<file path="src/rtl/tone_arbiter_pkg.sv">
// Shared types and constants for the tone arbiter: FSM states, default gap
// length, a few named note frequencies and the prescaler divisor helper.
package tone_arbiter_pkg;

    typedef enum logic [1:0] {
        IDLE = 2'd0,
        PLAY = 2'd1,
        GAP  = 2'd2
    } state_t;

    localparam int DEFAULT_GAP_MS = 20;
    localparam int TICK_W         = 16;

    localparam int G3 = 196;
    localparam int C4 = 262;
    localparam int E4 = 330;
    localparam int G5 = 784;

    // A programmed divisor of 0 would never produce a tick, so it behaves as 1.
    function automatic logic [TICK_W-1:0] effective_ticks(input logic [TICK_W-1:0] t);
        return (t == '0) ? TICK_W'(1) : t;
    endfunction

endpackage

</file>
<file path="src/rtl/tone_arbiter_milli.sv">
// Millisecond prescaler for the tone arbiter. Counts 0..T-1 with
// T = max(ticks_per_milli, 1) and flags ms_tick while the count sits on T-1.
// 'clear' restarts the count so a freshly granted note gets whole milliseconds.
module milli_ticker
    import tone_arbiter_pkg::*;
(
    input  logic              clk,
    input  logic              rst,
    input  logic              clear,
    input  logic [TICK_W-1:0] ticks_per_milli,
    output logic              ms_tick
);

    logic [TICK_W-1:0] count;
    logic [TICK_W-1:0] last;

    assign last = effective_ticks(ticks_per_milli) - TICK_W'(1);

    // Greater-or-equal also recovers cleanly if the divisor shrinks mid-count.
    assign ms_tick = (count >= last);

    // Free-running cycle counter that wraps once per millisecond.
    always_ff @(posedge clk) begin
        if (rst || clear) begin
            count <= '0;
        end else if (count >= last) begin
            count <= '0;
        end else begin
            count <= count + TICK_W'(1);
        end
    end

endmodule

</file>
<file path="src/rtl/tone_arbiter.sv">
// Fixed-priority arbiter sharing one square-wave tone generator between N
// requesters. Each granted request is a note (frequency, duration in ms);
// the note is timed with a millisecond prescaler and followed by a silent gap
// of GAP_MS milliseconds so consecutive notes remain distinct.
//
// Optional build macro TONE_ARBITER_PREEMPT_EN: a higher-priority request
// arriving during PLAY aborts the current note and is granted immediately,
// with no gap. Without the macro notes always run to completion and
// 'aborted' stays 0.
module tone_arbiter
    import tone_arbiter_pkg::*;
#(
    parameter int N      = 4,
    parameter int GAP_MS = DEFAULT_GAP_MS,
    parameter int FREQ_W = 10,
    parameter int DUR_W  = 10
)(
    input  logic                 clk,
    input  logic                rst,
    input  logic [TICK_W-1:0]   ticks_per_milli,
    input  logic [N-1:0]        req,
    input  logic [N*FREQ_W-1:0] req_freq,
    input  logic [N*DUR_W-1:0]  req_dur,
    output logic [N-1:0]        ack,
    output logic [N-1:0]        done,
    output logic [N-1:0]        aborted,
    output logic [FREQ_W-1:0]   freq,
    output logic                busy
);

    localparam int IDX_W    = (N > 1) ? $clog2(N) : 1;
    localparam int GAP_W    = (GAP_MS > 1) ? $clog2(GAP_MS) : 1;
    localparam int GAP_LAST = (GAP_MS > 0) ? GAP_MS - 1 : 0;

    state_t             state;
    logic [IDX_W-1:0]   owner;
    logic [DUR_W-1:0]   lat_dur;
    logic [DUR_W-1:0]   ms_cnt;
    logic [GAP_W-1:0]   gap_cnt;

    logic [IDX_W-1:0]   win_idx;
    logic               req_any;
    logic [FREQ_W-1:0]  sel_freq;
    logic [DUR_W-1:0]   sel_dur;
    logic               ms_tick;
    logic               note_end;
    logic               gap_end;
    logic               enter_gap;
    logic               grant_now;
    logic               ticker_clear;

    milli_ticker u_ticker (
        .clk             (clk),
        .rst             (rst),
        .clear           (ticker_clear),
        .ticks_per_milli (ticks_per_milli),
        .ms_tick         (ms_tick)
    );

    // Lowest set request index wins; scanning downwards leaves the smallest one.
    always_comb begin
        win_idx = '0;
        for (int i = N - 1; i >= 0; i--) begin
            if (req[i]) begin
                win_idx = IDX_W'(i);
            end
        end
    end

    assign req_any  = |req;
    assign sel_freq = req_freq[int'(win_idx)*FREQ_W +: FREQ_W];
    assign sel_dur  = req_dur[int'(win_idx)*DUR_W +: DUR_W];

    // A zero-length note ends on its first PLAY cycle; otherwise the note ends
    // on the tick that would bring the ms counter up to the latched duration,
    // which keeps the tone audible for exactly D*T cycles.
    assign note_end  = (state == PLAY) &&
                       ((lat_dur == '0) || (ms_tick && (ms_cnt == lat_dur - DUR_W'(1))));
    assign gap_end   = (state == GAP) && ms_tick && (gap_cnt == GAP_W'(GAP_LAST));
    assign enter_gap = note_end && (GAP_MS != 0);

`ifdef TONE_ARBITER_PREEMPT_EN
    logic [N-1:0] aborted_q;
    logic         preempt_now;

    // Completion takes precedence over pre-emption on the same edge.
    assign preempt_now = (state == PLAY) && !note_end && req_any && (win_idx < owner);
    assign grant_now   = ((state == IDLE) && req_any) || preempt_now;
    assign aborted     = aborted_q;
`else
    assign grant_now   = (state == IDLE) && req_any;
    assign aborted     = '0;
`endif

    // Restart the prescaler on every grant and at gap entry so both the note
    // and the gap are measured in whole milliseconds from their first cycle.
    assign ticker_clear = grant_now || enter_gap;

    // Arbitration FSM: grants, note timing, gap timing and all registered outputs.
    always_ff @(posedge clk) begin
        if (rst) begin
            state   <= IDLE;
            owner   <= '0;
            lat_dur <= '0;
            ms_cnt  <= '0;
            gap_cnt <= '0;
            freq    <= '0;
            ack     <= '0;
            done    <= '0;
            busy    <= 1'b0;
`ifdef TONE_ARBITER_PREEMPT_EN
            aborted_q <= '0;
`endif
        end else begin
            ack  <= '0;
            done <= '0;
`ifdef TONE_ARBITER_PREEMPT_EN
            aborted_q <= '0;
`endif
            case (state)
                IDLE: begin
                    if (grant_now) begin
                        state        <= PLAY;
                        owner        <= win_idx;
                        lat_dur      <= sel_dur;
                        ms_cnt       <= '0;
                        freq         <= (sel_dur == '0) ? '0 : sel_freq;
                        ack[win_idx] <= 1'b1;
                        busy         <= 1'b1;
                    end else begin
                        freq <= '0;
                        busy <= 1'b0;
                    end
                end

                PLAY: begin
                    if (note_end) begin
                        freq        <= '0;
                        done[owner] <= 1'b1;
                        gap_cnt     <= '0;
                        if (GAP_MS == 0) begin
                            state <= IDLE;
                            busy  <= 1'b0;
                        end else begin
                            state <= GAP;
                        end
                    end
`ifdef TONE_ARBITER_PREEMPT_EN
                    else if (preempt_now) begin
                        aborted_q[owner] <= 1'b1;
                        owner            <= win_idx;
                        lat_dur          <= sel_dur;
                        ms_cnt           <= '0;
                        freq             <= (sel_dur == '0) ? '0 : sel_freq;
                        ack[win_idx]     <= 1'b1;
                    end
`endif
                    else if (ms_tick) begin
                        ms_cnt <= ms_cnt + DUR_W'(1);
                    end
                end

                GAP: begin
                    freq <= '0;
                    if (gap_end) begin
                        state <= IDLE;
                        busy  <= 1'b0;
                    end else if (ms_tick) begin
                        gap_cnt <= gap_cnt + GAP_W'(1);
                    end
                end

                default: begin
                    state <= IDLE;
                    freq  <= '0;
                    busy  <= 1'b0;
                end
            endcase
        end
    end

endmodule

</file>
<file path="config.mk">
export PLATFORM = sky130hd
export DESIGN_NAME = tone_arbiter
export DESIGN_NICKNAME = d
export VERILOG_FILES = /design/src/rtl/tone_arbiter_pkg.sv /design/src/rtl/tone_arbiter_milli.sv /design/src/rtl/tone_arbiter.sv
export SDC_FILE = /design/constraint.sdc
export NUM_CORES = 1
export LEC_CHECK = 0
export CAP_MARGIN = 20
export CORE_UTILIZATION = 51
export CTS_CLUSTER_SIZE = 10
export DETAILED_ROUTE_END_ITERATION = 16
export PLACE_DENSITY = 0.85
export SLEW_MARGIN = 20
export SYNTH_ARGS = -nofsm -noshare
export SYNTH_HDL_FRONTEND = slang
export SYNTH_SLANG_ARGS = --single-unit
</file>
<file path="constraint.sdc">
create_clock -name clk -period 13.2 [get_ports clk]
set_input_delay 2.64 -clock clk [delete_from_list [all_inputs] [get_ports clk]]
set_output_delay 2.64 -clock clk [all_outputs]
set_load 0.05 [all_outputs]
</file>
Yosys cells after proc, flatten, opt, wreduce, memory -nomap -nowiden. Index checks and enable logic that the tools add are counted.

Bits in registers: 64. Input port bits: 102.

Equality and inequality tests: 11. Shift operators: 2. $add $sub $neg: 5. Multiplexer cells: 28. Magnitude comparators: 5. Bitwise gates (word level): 4. Multiply operators: 1. Reductions and logical operators: 25.

Operators by type and width (number): 2-to-1 mux 10 bit (6); case mux 10 bit (2 select lines) (2); indexed part select 40 x 32 -> 10 bit (1); indexed part select 40 x 7 -> 10 bit (1); zero test 10 bit (2); adder 16 x 1 -> 16 bit (second input constant) (1); greater-or-equal comparator 16 bit (1); zero test 16 bit (1); 2-to-1 mux 16 bit (1); subtractor 16 x 1 -> 16 bit (second input constant) (1); 2-to-1 mux 5 bit (3); 2-to-1 mux 2 bit (7); != test 2 bit (second input constant) (7); adder 10 x 1 -> 10 bit (second input constant) (1); == test 10 bit (1); case mux 5 bit (2 select lines) (1); subtractor 10 x 1 -> 10 bit (second input constant) (1); AND reduction 4 bit (2); logical AND 1 bit (7); less-than comparator 2 x 3 -> 1 bit (second input constant) (2); case mux 2 bit (3 select lines) (1); OR reduction 3 bit (2); adder 5 x 1 -> 5 bit (second input constant) (1); == test 5 bit (second input constant) (1); other kinds (15) (27).

Depth between registers and ports, before layout.
Depth in word-level cells: 10. Depth in mapped cells: 19.

Cells and area by module. Synthesis repeated with hierarchy kept, for this count alone.

Cell total of the unflattened synthesis: 528. Area total of the unflattened synthesis: 4277.9 um^2.

Modules (own cells, without submodules): tone_arbiter (sequential area each 960.9 um^2, area an instance 2952.8 um^2, times used 1, cells an instance 364); milli_ticker (sequential area each 320.3 um^2, area an instance 1325.0 um^2, times used 1, cells an instance 164).

Least setup slack after synthesis. OpenSTA, ideal clock, no wires.

Path type: input to register. Start: in ticks_per_milli[7]. End: reg ms_cnt[0]. Buffers on the path: 1. Slack: 6568 ps. Arrival: 6504 ps. Data required time: 13072 ps. Setup time: 128 ps. Stages on the path: 19. Cell sequence: or4_1 > nor4_1 > or3b_1 > nor2_1 > nor2_1 > ha_1 > nand2_1 > nor2_1 > nand2_1 > xor2_1 > ha_1 > o21ai_0 > nor2_1 > a2111oi_1 > a21boi_0 > o22ai_4 > buf_4 > mux2i_1 > nor2_1.

Cells in the longest elaborated chain, start to end: 9.

RTL lines: from (decl) (RTL line tone_arbiter.sv:20) `input logic [TICK_W-1:0] ticks_per_milli,`; zero test 16 bit (RTL line tone_arbiter_pkg.sv:21) `return (t == '0) ? TICK_W'(1) : t;`; 2-to-1 mux 16 bit (*) (RTL line tone_arbiter_pkg.sv:21); subtractor 16 x 1 -> 16 bit (*) (RTL line tone_arbiter_milli.sv:17) `assign last = effective_ticks(ticks_per_milli) - TICK_W'(1);`; greater-or-equal comparator 16 bit (*) (RTL line tone_arbiter_milli.sv:20) `assign ms_tick = (count >= last);`; logical AND 1 bit (RTL line tone_arbiter.sv:78) `((lat_dur == '0) || (ms_tick && (ms_cnt == lat_dur - DUR_W'(1))));`; logical OR 1 bit (RTL line tone_arbiter.sv:78); logical AND 1 bit (RTL line tone_arbiter.sv:77) `assign note_end = (state == PLAY) &&`; != test 2 bit (no line); AND reduction 4 bit (no line) (*); to (signal assigned) (RTL line tone_arbiter.sv:159) `ms_cnt <= ms_cnt + DUR_W'(1);`; to (decl) (RTL line tone_arbiter.sv:38) `logic [DUR_W-1:0] ms_cnt;`.

Mark *: on every way between the ends. The rest lies on a longest branch, timed or not. A chain may end at the register's enable or synchronous reset.

Worst setup path after layout.
Start: in ticks_per_milli[7]. End: reg gap_cnt[1].

Cells in the longest elaborated chain, start to end: 9.

RTL lines: zero test 16 bit (RTL line tone_arbiter_pkg.sv:21); 2-to-1 mux 16 bit (*) (RTL line tone_arbiter_pkg.sv:21); subtractor 16 x 1 -> 16 bit (*) (RTL line tone_arbiter_milli.sv:17); greater-or-equal comparator 16 bit (*) (RTL line tone_arbiter_milli.sv:20); logical AND 1 bit (RTL line tone_arbiter.sv:78); logical OR 1 bit (RTL line tone_arbiter.sv:78); logical AND 1 bit (RTL line tone_arbiter.sv:77); != test 2 bit (no line); AND reduction 4 bit (no line) (*); to (signal assigned) (RTL line tone_arbiter.sv:169) `gap_cnt <= gap_cnt + GAP_W'(1);`; to (decl) (RTL line tone_arbiter.sv:39) `logic [GAP_W-1:0] gap_cnt;`.

Marked as above.

==> impl.org <==
** Worst setup path
- The critical path is of the in2reg type.
- In this design, the stage delay of the slowest critical-path cell is 0.65 ns.
- Together, buffers and inverters on the worst path number 1.
- At the worst endpoint, the required time is 13.42 ns.
- The worst setup path is launched from an input port.
- Traced cell by cell, the critical path runs through clkdlybuf4s50_1 > or4_1 > nor4_1 > or3b_1 > nor2_1 > nor2_1 > ha_1 > nand2_1 > nor2_1 > nand2_1 > xor2_1 > ha_1 > o21ai_0 > nor2_1 > a2111oi_1 > and2_1 > nor3_2 > o21a_1 > a2111oi_0.
- WP data arrival :: 7.53 ns
- Max Fanout on Critical Path :: 5
- Top cell by count, worst path :: sky130_fd_sc_hd__nor2_1
- Grouping stages by cell kind, the critical path spends the most delay in simple AND/OR/NAND/NOR gates.
- Crit. End Element :: register
- Slowest cell on the critical path :: sky130_fd_sc_hd__a2111oi_1

** STA
- The clock period could shrink to 7.31 ns.
- Based on the critical path, the design can be clocked at up to 137 MHz.
- # setup viols final :: 0
- Across the routed clock network, the largest skew measured is 0.00682 ns.
- Slew at the pin with the worst max-slew slack :: 1.05 ns
- Rel. slew slack :: 30.0%
- After layout, the worst path uses 55.4% of the clock period.
- Post-layout worst setup margin :: 5.89 ns
- The number of hold violations in the final report is 0.
- The total count of max-transition violations in the final report came to 0.
- Setup repair after global routing left no endpoint under its margin.
- Final sum of negative setup slack :: 0 ns

** Floorplan
- The floorplan has 31 rows.
- Core region area :: 0.00741 sq mm
- Die area :: 0.00817 sq mm
- Chip Height :: 90.4 um
- Count of boundary I/O pins :: 125
- The initial utilization of the core area, before any placement, comes to 53.8%.
- The die is 90.4 um wide.

** Placed design
- Placed Instances :: 678
- Buffers on Ports :: 120
- Placer congestion estimate :: 0.877
- Total cell area at the placement stage :: 0.00525 sq mm
- Timing analysis after detailed placement gives a worst setup slack of 5.53 ns.
- Once detailed placement completed, the half-perimeter wirelength came to 8560 um.

** CTS
- CTS buffer count :: 9
- Clock tree from TritonCTS :: yes
- Gates resized during post-CTS repair numbered 0.
- Setup repair bufs after CTS :: 0
- Maximum clock path buffer count :: 2
- CTS placed an instance of sky130_fd_sc_hd__clkbuf_8 at the clock tree root.
- After clock tree synthesis, the flow added hold-fix buffers numbering 0.
- Clk pin slew, worst setup/hold paths :: 0.08 ns
- Clock latency on the worst-skew pair, taken at its later pin, is 0.36 ns.
- H-tree depth reported by CTS :: 3
- CTS saw 64 sinks.

** Drt
- Total number of vias :: 4,068
- After detailed routing, the number of remaining DRC violations is 0.
- The routed design has 11,100 um of wire.
- After the first detailed-routing iteration, the DRC count stood at 178.
- Average wire per standard cell :: 16.0 um
- The first detailed-routing pass ran for 5 iterations.
- The count of nets left with antenna violations once routing finished came out at 0.
- Mean number of vias per cell :: 5.86

** Layout
- Share of final-layout standard cells stronger than drive strength 1 :: 5.88%
- Non-filler instance count after layout :: 694
- Summing all non-filler instances in the final layout gives an area of 0.00550 sq mm.
- At the end of the flow, the number of nets in the layout was 713.
- Relative to the synthesized area, the layout overhead comes to 38.0%.
- Fill cells in the final layout number 563.
- 0 antenna diodes ended up in the layout.

** Global routing
- Maximum number of pins on one net before global-route repair :: 32
- The first global-routing pass estimated 18,500 um of wire.
- Vias in the first global route :: 4,031
- For this run, the total global-route usage over all layers was measured as 28.2%.
- The number of antenna violations at the first check in global routing is 0.
- GRT Residual Overflow :: 0

** Synth
- Proportion of synthesized chip area in sequential cells :: 32.2%
- The biggest area contributor in the post-synthesis netlist is sky130_fd_sc_hd__dfxtp_1.
- #FFs+latches synth :: 64
- Prevailing post-synth register cell :: sky130_fd_sc_hd__dfxtp_1
- Averaged over all synthesized cells, the footprint is 8.35 sq um.
- Post-Syn Instances :: 477
- Post-synth EDFFs :: 0
- Summing every instance area after synthesis gives 0.00398 sq mm.
- Yosys printed 0 warnings.
- The share of synthesized area in the top cell type comes to 32.2%.
- By instance count, the leading cell after synthesis is sky130_fd_sc_hd__dfxtp_1.
- Commonest cells in the netlist :: sky130_fd_sc_hd__dfxtp_1 (64), sky130_fd_sc_hd__nand2_1 (52), sky130_fd_sc_hd__nor2_1 (51), sky130_fd_sc_hd__a21oi_1 (26), sky130_fd_sc_hd__xor2_1 (23)
- The netlist uses 64 different library cells.
- Top cells by area in the synthesized netlist :: sky130_fd_sc_hd__dfxtp_1 (32%), sky130_fd_sc_hd__ha_1 (6.6%), sky130_fd_sc_hd__xor2_1 (5.1%)
- For this run, asynchronously set or reset flops after synthesis account for 0%.

** Pwr
- The completed layout was analyzed and its total power is 0.573 mW.
- The analysis attributes to cell leakage a power of 1.99 nW.
- VDD sags by at most 64.0 uV.
- Power density relative to cell area :: 104 mW/mm^2

** Status
- The flow ran to the end, and the final reports show no timing, DRC or antenna violations.

** Worst hold path
- Path category of the worst min-delay check :: reg2reg

** Job
- Across the run, the number of max-cap violations was 0.
stage by stage:
step	hold slack, ns	util (%)
after floorplan	0.441	-
after global placement	0.460	70.8
after detailed placement	0.470	70.8
after CTS	0.489	74.2
after global routing	0.504	74.2
final	0.489	74.2
kinds of logic (layout without fill, tap and decap cells):
| group | after synthesis | count (layout) | share of synthesized area, % |
|---|---|---|---|
| flip-flops | 64 | 64 | 32.2 |
| AO/OA/AOI/OAI | 112 | 112 | 21.3 |
| buffers and inverters | 35 | 150 | 3.80 |
| XOR/XNOR | 40 | 40 | 8.80 |
| multiplexers | 1 | 1 | 0.251 |
| adder cells (fa/ha/maj) | 21 | 21 | 6.60 |
| other | 1 | 4 | 0.0942 |
| AND/OR/NAND/NOR | 203 | 203 | 27.0 |
routing by layer:
layer | share of wire, % | routed length, um | GRT usage, % | vias to the layer above
li1 | - | - | - | 2004
met1 | 40 | 4400 | 31.5 | 1905
met2 | 51 | 5620 | 49.9 | 137
met3 | 7.0 | 771 | 8.75 | 22
met4 | 2.6 | 284 | 10.5 | 0
met5 | 0 | 0 | 0 | -
power by group:
group | total (mW) | leakage [nW] | internal, mW | switching, mW
Clock | 0.216 | 0.125 | 0.128 | 0.0879
Combinational | 0.142 | 1.35 | 0.0674 | 0.0746
Sequential | 0.216 | 0.522 | 0.204 | 0.0120
Total | 0.573 | 1.99 | 0.399 | 0.175
area by class of cell:
type	instances	area (sq um)	area share, %
Clock buffer	9	124	2.25
Clock inverter	7	125	2.28
Inverter	10	37.5	0.683
Multi-Input combinational cell	381	2570	46.8
Sequential cell	64	1280	23.3
Tap cell	99	124	2.25
Timing Repair Buffer	124	1230	22.4
state kept, by name (all words and copies together), names as in the netlist:
name and cells:
u_ticker.count 16, freq 10, lat_dur 10, ms_cnt 10
gap_cnt 5, ack 4, done 4, owner 2
state 2, busy 1
worst paths after layout:
check / from / endpoint / slack [ns] / cells after the start
setup / recovery: ticks_per_milli[7] / gap_cnt[1] / 5.89 / 19
hold / removal: u_ticker.count[0] / u_ticker.count[0] / 0.49 / 1
setup reg to reg: u_ticker.count[13] / gap_cnt[1] / 10.36 / 8
hold reg to reg: u_ticker.count[0] / u_ticker.count[0] / 0.49 / 1
cells in the final DEF (no fill, tap or decap), drive strengths merged, types with 3 or more instances in the layout:
master / netlist / final
clkdlybuf4s50: 0 / 120
dfxtp: 64 / 64
nand2: 52 / 52
nor2: 52 / 52
a21oi: 26 / 26
xor2: 23 / 23
ha: 21 / 21
xnor2: 17 / 17
nor3: 17 / 17
a222oi: 14 / 14
a211oi: 13 / 13
inv: 10 / 13
nand4: 12 / 12
o21ai: 12 / 12
a22o: 10 / 10
clkbuf: 15 / 9
nor4: 9 / 9
a221oi: 8 / 8
nand3: 8 / 8
or3: 7 / 7
nand2b: 6 / 6
a21boi: 5 / 5
or2: 5 / 5
nor3b: 5 / 5
nor2b: 4 / 4
or4bb: 4 / 4
conb: 1 / 4
buf: 10 / 4
o31ai: 4 / 4
or4: 3 / 3
and4: 3 / 3
bufinv: 0 / 3
nor4b: 3 / 3
Note: power is estimated with default switching activity, not from simulation.
